`config.mk`:
```
export PLATFORM = sky130hd
export DESIGN_NAME = alu_pipe
export DESIGN_NICKNAME = d
export VERILOG_FILES = /design/src/rtl/alu_pkg.sv /design/src/rtl/alu_mul_iter.sv /design/src/rtl/alu_pipe.sv
export SDC_FILE = /design/constraint.sdc
export NUM_CORES = 1
export LEC_CHECK = 0
export ABC_AREA = 1
export ABC_CLOCK_PERIOD_IN_PS = 3600
export BUFFER_PORTS_ARGS = -buffer_cell sky130_fd_sc_hd__buf_2
export CAP_MARGIN = 20
export CELL_PAD_IN_SITES_DETAIL_PLACEMENT = 1
export CELL_PAD_IN_SITES_GLOBAL_PLACEMENT = 1
export CORE_MARGIN = 2
export CORE_UTILIZATION = 45
export CTS_BUF_LIST = sky130_fd_sc_hd__clkbuf_8
export DETAILED_ROUTE_END_ITERATION = 10
export PLACE_DENSITY_LB_ADDON = 0.1
export SLEW_MARGIN = 20
export SYNTH_ARGS = -nofsm -noshare
export SYNTH_HDL_FRONTEND = slang
export SYNTH_HIERARCHICAL = 1
export SYNTH_SLANG_ARGS = --single-unit
```
`constraint.sdc`:
```
create_clock -name clk -period 3.6 [get_ports clk]
set_input_delay 0.9 -clock clk [delete_from_list [all_inputs] [get_ports clk]]
set_output_delay 0.9 -clock clk [all_outputs]
set_load 0.02 [all_outputs]
```
`src/rtl/alu_pkg.sv`:
```
// Shared opcode and state definitions for the pipelined ALU and its testbench.
package alu_pkg;

    localparam int OPW_DEF = 4;

    typedef enum logic [OPW_DEF-1:0] {
        OP_ADD  = 4'd0,
        OP_SUB  = 4'd1,
        OP_AND  = 4'd2,
        OP_OR   = 4'd3,
        OP_XOR  = 4'd4,
        OP_SLL  = 4'd5,
        OP_SRL  = 4'd6,
        OP_SRA  = 4'd7,
        OP_SLT  = 4'd8,
        OP_SLTU = 4'd9,
        OP_MUL  = 4'd10
    } alu_op_e;

    typedef enum logic {
        IDLE = 1'b0,
        MUL  = 1'b1
    } alu_state_e;

endpackage

```
`src/rtl/alu_mul_iter.sv`:
```
// Iterative shift-add multiplier, one multiplier bit per cycle; built only with ALU_MUL_EN.
// done rises XLEN cycles after start and stays high until the next start.
`ifdef ALU_MUL_EN
module alu_mul_iter #(
    parameter int XLEN = 32
) (
    input  logic            clk,
    input  logic            rst,
    input  logic            start,
    input  logic [XLEN-1:0] a,
    input  logic [XLEN-1:0] b,
    output logic            done,
    output logic [XLEN-1:0] product
);
    localparam int CW = $clog2(XLEN);

    logic [XLEN-1:0] mcand;
    logic [XLEN-1:0] mplier;
    logic [CW-1:0]   cnt;
    logic            busy;

    always_ff @(posedge clk or negedge rst) begin
        if (!rst) begin
            product <= '0;
            mcand   <= '0;
            mplier  <= '0;
            cnt     <= '0;
            busy    <= 1'b0;
            done    <= 1'b0;
        end else if (start) begin
            product <= '0;
            mcand   <= a;
            mplier  <= b;
            cnt     <= '0;
            busy    <= 1'b1;
            done    <= 1'b0;
        end else if (busy) begin
            if (mplier[0]) begin
                product <= product + mcand;
            end
            mcand  <= mcand << 1;
            mplier <= mplier >> 1;
            cnt    <= cnt + 1'b1;
            if (cnt == CW'(XLEN - 1)) begin
                busy <= 1'b0;
                done <= 1'b1;
            end
        end
    end

endmodule
`endif

```
`src/rtl/alu_pipe.sv`:
```
// XLEN-wide integer ALU with valid/ready on both sides and a registered result.
// Define ALU_MUL_EN to build the iterative multiplier; otherwise opcode 10 is illegal.
module alu_pipe
    import alu_pkg::*;
#(
    parameter int XLEN = 32,
    parameter int OPW  = 4
) (
    input  logic            clk,
    input  logic            rst,
    input  logic            in_valid,
    output logic            in_ready,
    input  logic [OPW-1:0]  instr,
    input  logic [XLEN-1:0] op1,
    input  logic [XLEN-1:0] op2,
    output logic            out_valid,
    input  logic            out_ready,
    output logic [XLEN-1:0] result,
    output logic [OPW-1:0]  instr_exec,
    output logic            illegal,
    output logic            zero
);
    localparam int SHW = $clog2(XLEN);

    logic            accept;
    logic            can_load;
    logic [XLEN-1:0] alu_res;
    logic            alu_ill;
    logic [SHW-1:0]  shamt;

    assign shamt    = op2[SHW-1:0];
    assign can_load = !out_valid || out_ready;
    assign accept   = in_valid && in_ready;

`ifdef ALU_MUL_EN
    alu_state_e      state;
    logic            is_mul;
    logic            mul_done;
    logic [XLEN-1:0] mul_prod;

    assign is_mul   = (instr == OPW'(OP_MUL));
    assign in_ready = rst && (state == IDLE) && can_load;

    alu_mul_iter #(.XLEN(XLEN)) u_mul (
        .clk     (clk),
        .rst     (rst),
        .start   (accept && is_mul),
        .a       (op1),
        .b       (op2),
        .done    (mul_done),
        .product (mul_prod)
    );
`else
    assign in_ready = rst && can_load;
`endif

    // MUL decodes as legal here; its value comes from the multiplier, not this mux.
    always_comb begin
        alu_res = '0;
        alu_ill = 1'b0;
        case (instr)
            OPW'(OP_ADD):  alu_res = op1 + op2;
            OPW'(OP_SUB):  alu_res = op1 - op2;
            OPW'(OP_AND):  alu_res = op1 & op2;
            OPW'(OP_OR):   alu_res = op1 | op2;
            OPW'(OP_XOR):  alu_res = op1 ^ op2;
            OPW'(OP_SLL):  alu_res = op1 << shamt;
            OPW'(OP_SRL):  alu_res = op1 >> shamt;
            OPW'(OP_SRA):  alu_res = $signed(op1) >>> shamt;
            OPW'(OP_SLT):  alu_res = {{(XLEN-1){1'b0}}, ($signed(op1) < $signed(op2))};
            OPW'(OP_SLTU): alu_res = {{(XLEN-1){1'b0}}, (op1 < op2)};
`ifdef ALU_MUL_EN
            OPW'(OP_MUL):  alu_res = '0;
`endif
            default:       alu_ill = 1'b1;
        endcase
    end

    always_ff @(posedge clk or negedge rst) begin
        if (!rst) begin
`ifdef ALU_MUL_EN
            state      <= IDLE;
`endif
            out_valid  <= 1'b0;
            result     <= '0;
            instr_exec <= '0;
            illegal    <= 1'b0;
            zero       <= 1'b1;
        end else begin
            if (out_valid && out_ready) begin
                out_valid <= 1'b0;
            end
`ifdef ALU_MUL_EN
            if (state == MUL) begin
                // Finished product waits here until the output slot is free.
                if (mul_done && can_load) begin
                    out_valid  <= 1'b1;
                    result     <= mul_prod;
                    instr_exec <= OPW'(OP_MUL);
                    illegal    <= 1'b0;
                    zero       <= (mul_prod == '0);
                    state      <= IDLE;
                end
            end else if (accept) begin
                if (is_mul) begin
                    state <= MUL;
                end else begin
                    out_valid  <= 1'b1;
                    result     <= alu_res;
                    instr_exec <= instr;
                    illegal    <= alu_ill;
                    zero       <= (alu_res == '0);
                end
            end
`else
            if (accept) begin
                out_valid  <= 1'b1;
                result     <= alu_res;
                instr_exec <= instr;
                illegal    <= alu_ill;
                zero       <= (alu_res == '0);
            end
`endif
        end
    end

endmodule

```
Word-level counts from Yosys, hierarchy flattened --
Cells that the tools add are included.
Cells by class: equal/unequal tests 9, add/sub/neg operators 2, muxes and demuxes 4, $lt $le $gt $ge 2, bitwise operators 3, shift operators 3, reduce and logical (&&, ||, !) cells 9
Operator list (count):
- case mux 32 bit (10 select lines) | 1
- < comparator 32 bit | 2
- adder 32 bit | 1
- bitwise AND 32 bit | 1
- logical NOT 32 bit | 1
- bitwise OR 32 bit | 1
- << shifter 32 x 5 -> 32 bit | 1
- >> shifter 32 x 5 -> 32 bit | 1
- >>> shifter 32 x 5 -> 32 bit | 1
- subtractor 32 bit | 1
- bitwise XOR 32 bit | 1
- == test 4 x 3 -> 1 bit, second input constant | 4
- OR reduction 10 bit | 1
- == test 4 x 2 -> 1 bit, second input constant | 2
- == test 4 bit, second input constant | 2
- == test 4 x 1 -> 1 bit, second input constant | 1
- logical NOT 4 bit | 1
- logical AND 1 bit | 3
- two-way mux 1 bit | 3
- nonzero test 2 bit | 1
- logical NOT 1 bit | 1
- logical OR 1 bit | 1
Storage, ports and cells: bits in registers 39, bits of input ports 72

Depth between registers and ports, before layout --
word-level depth 5, gate-level depth with buffers 25, depth with buffers taken out 21

Worst setup path after synthesis --
Ideal clock, no wire load.
kind input port to flip-flop, start input port op2[4], end register zero, data arrival time 3.253 ns, slack 0.286 ns, stages 22, cells stage by stage inv_1 -> clkbuf_1 -> buf_1 -> ha_1 -> inv_1 -> nand2_1 -> nand2_1 -> inv_1 -> nand3_1 -> nand2_1 -> nand2_1 -> nand2_1 -> nand2_1 -> nand2_1 -> nand3_1 -> and2_1 -> nand3_1 -> nor2_1 -> nand2_1 -> nor2_1 -> nand3_1 -> nand2_1
Between the ends: word-level cells in the longest chain between the ends 3, elaborated cells on any way between the ends 12
RTL lines:
- start: declaration | line alu_pipe.sv:15 | input logic [XLEN-1:0] op2,
- subtractor 32 bit, or another cell as far along | line alu_pipe.sv:63 | OPW'(OP_SUB): alu_res = op1 - op2;
- case mux 32 bit (10 select lines) (*) | line alu_pipe.sv:61 | case (instr)
- logical NOT 32 bit (*) | line alu_pipe.sv:121 | zero <= (alu_res == '0);
- end signal: assignment | line alu_pipe.sv:121
- end: declaration | line alu_pipe.sv:21 | output logic zero
Mark *: on every way between the ends. The rest lies on a longest branch, timed or not. A chain may end at the register's enable or synchronous reset.

Worst setup path in the final report --
Ends and elaborated chain as after synthesis.

==> results.toml <==
[drt]
viasPerCell = 6.16
vias = 17600
first_pass_iters = 6
wl_per_cell_um = 24.1
drtIter0Drc = 1793
wl_um = 69000
drc = 0
antenna_left = 0

[power_and_ir_drop]
leakage_nw = 8.13
internal-power_mw = 1.47
pwr-share-comb = 0.691
pwr-share-clk = 0.139
power_density_mw_per_mm2 = 240
ir_worst_vdd_mv = 0.246
p_seq_frac = 0.170
switching_share = 0.553
p_sw_mw = 1.81
total_power_mw = 3.28

[synth]
synth-compound-area-share = 0.100
synth-simple-area-share = 0.559
synth_cells = 2365
synth_xor_area_frac = 0.00147
synth-seq-cells = 39
syn_nets = 2537
netlist_area_sq_mm = 0.0119
synth-adder-area-share = 0.106
yosysSeqAreaShare = 0.0822
synth.mux.area_fraction = 0
ys_warn_count = 6
syn_avg_cell_area_sq_um = 5.03
synth_top_family_by_area = "simple AND/OR/NAND/NOR gates"
ys_types = 41

[sta]
clock_skew_ns = 0.00578
setup_viol = 0
worstMarginPinSlew_ns = 0.865
final_max_slew_viol_count = 0
fin_tns_setup_ns = 0
hold_ws_ns = 0.492
fin_crit_sh = 0.996
setup_ws_ns = 0.0128
final-hold-violation-count = 0
max-slew-margin-rel = 0.421
fmax_mhz = 279
period_needed_ns = 3.59

[layout]
drive_above_1_share = 0.128
postLayoutCellArea_sq_mm = 0.0137
layout_commonest_cell = "nand2_1"
final_cell_mix = "nand2_1, nand3_1, inv_1, nor2_1, buf_4"
nets = 2696
syn2layout_area_growth_pct = 15.1

[clock_network]
clock_sinks = 39
htreeDepth = 2
cts_buffers = 5
clock_latency_ns = 0.31
cts_setup_buffers = 0
clockBufferDepth = 2
clk_pin_slew_ns = 0.09
cts_tree = "yes"
root_buffer = "clkbuf_8"
cts_resized = 0
holdBufCountCts = 0

[grt]
overflow = 0
grt_pass1_wl_um = 103000
grt_start_max_net_pins = 69
antenna_found_initial = 1
grt_pass1_vias = 17600
grtUsageTotal = 0.478

[critical_path]
r2r-end = "result[13]"
crit_fanout = 7
startpoint_type = "input port"
rr_worst_depth = 6
path_depth = 19
rr_startpoint = "out_valid"
cpPeakStageDelay_ns = 0.43
setup.worst_path.end_class = "flop"
arrival_ns = 3.85
critical_path_buf_inv_count = 2
critPathLaunch = "op2[4]"
crit_required_ns = 3.86
crit_slowest_cell = "ha_1"
crit_chain = "buf_2 > inv_1 > ha_1 > nand2_1 > nor2_1 > nand2_1 > nand3_1 > nand2_1 > nand2_1 > nand2_1 > nand3_1 > nand3_1 > nor2_2 > nand2_1 > nor2_1 > nand2_1 > nor2_2 > nand3_1 > nand2_1"
rrSetupSlack_ns = 1.81
crit_path_frequent_cell = "nand2_1"
crit_family = "simple AND/OR/NAND/NOR gates"
endpoint = "zero"
critical_path_class = "input port to flop"

[placement]
post-dp-hpwl_um = 56800
pre_cts_ws_ns = -0.152
gp_congestion = 1.06
io_buffer_count = 111
placedInstanceArea_sq_mm = 0.0135

[outcome]
outcome = "completed"

[min_path]
hold_path_class = "flop to flop"

[floorplan]
io-pin-count = 112
rows = 59
start_util = 0.458
core_sq_mm = 0.0260
die_x_um = 167
chipHeight_um = 167
die_area_sq_mm = 0.0277

[run]
maxCapViolCount = 0
[flip-flops by register name, indices dropped and copies added (netlist names)]
| name | flops |
|---|---|
| instr_exec | 4 |
| illegal | 1 |
| out_valid | 1 |
| result | 32 |
| zero | 1 |
[power groups by stage]
stage          clock [mW]  combinational, mW  sequential [mW]
6_report            0.456               2.27            0.556
5_1_grt             0.467               2.41            0.561
4_1_cts             0.447               2.16            0.554
3_3_place_gp            0               2.04            0.550
2_1_floorplan           0               1.14            0.642
3_5_place_dp            0               2.13            0.560
[metal layers]
layer  global-route usage  vias to the layer above  wire length [um]
met5                    0                        -                 0
met4                0.313                        0              5520
met3                0.106                      359              6980
met2                0.784                     1105             30900
met1                0.563                     8340             25600
li1                     -                     7832                 -
[worst reg2reg max path, stage by stage, from the launching register on]
cell and delay, ns:
dfrtp_1 0.37, nand2_1 0.08, and2_1 0.17, nand2_2 0.30
buf_4 0.45, nand2_1 0.15, o21ai_0 0.15
[synth_stat cells (all sizes together)]
cell	number	area, sq um
o21a	5	37.5
o211ai	9	67.6
dfstp	1	26.3
a211oi	1	7.51
and3	2	12.5
and2	13	81.3
nor3	19	105
nor4	4	25.0
nand3b	3	22.5
a221oi	3	26.3
o221ai	1	8.76
a21oi	81	405
o21bai	10	75.1
o21ai	80	400
nor2	226	866
nand3	427	2140
o2111ai	4	35.0
a31oi	1	6.26
or2	2	12.5
clkbuf	26	98.8
a21o	1	7.51
nand4	22	138
dfrtp	38	951
o22ai	18	113
xor2	2	17.5
buf	77	433
fa	2	40.0
inv	336	1260
ha	98	1230
nand2	853	3240
[final cells by class]
class,instances,area (sq um)
fillers,4101,12300
well taps,335,419
clock buffers,5,68.8
flip-flops and latches,39,977
clock inverters,3,63.8
repair buffers,255,1690
inverters,336,1260
multi-input cells,1887,9190
diodes,4,10.0
[per-stage QoR]
| stage | cells | util |
|---|---|---|
| floorplan | 2365 | - |
| global placement | 2852 | 0.518 |
| detailed placement | 2852 | 0.518 |
| CTS | 2860 | 0.524 |
| global route | 2860 | 0.526 |
| finish | 2864 | 0.527 |
[how the worst min path moves through the flow]
stage	from	end	slack, ns	depth (start not counted)
after detailed placement	zero	zero	0.47	2
after global placement	instr_exec[3]	instr_exec[3]	0.46	2
after floorplan	zero	zero	0.50	2
final	result[10]	result[10]	0.49	2
after global routing	zero	zero	0.52	2
after CTS	result[10]	result[10]	0.49	2
[cell families after synthesis]
| logic type | after synthesis |
|---|---|
| flops | 39 |
| compound gates | 214 |
| buf+inv | 439 |
| simple gates | 1571 |
| fa+ha+maj | 100 |
| xor+xnor | 2 |
No activity file was read; power rests on OpenSTA's default activity.
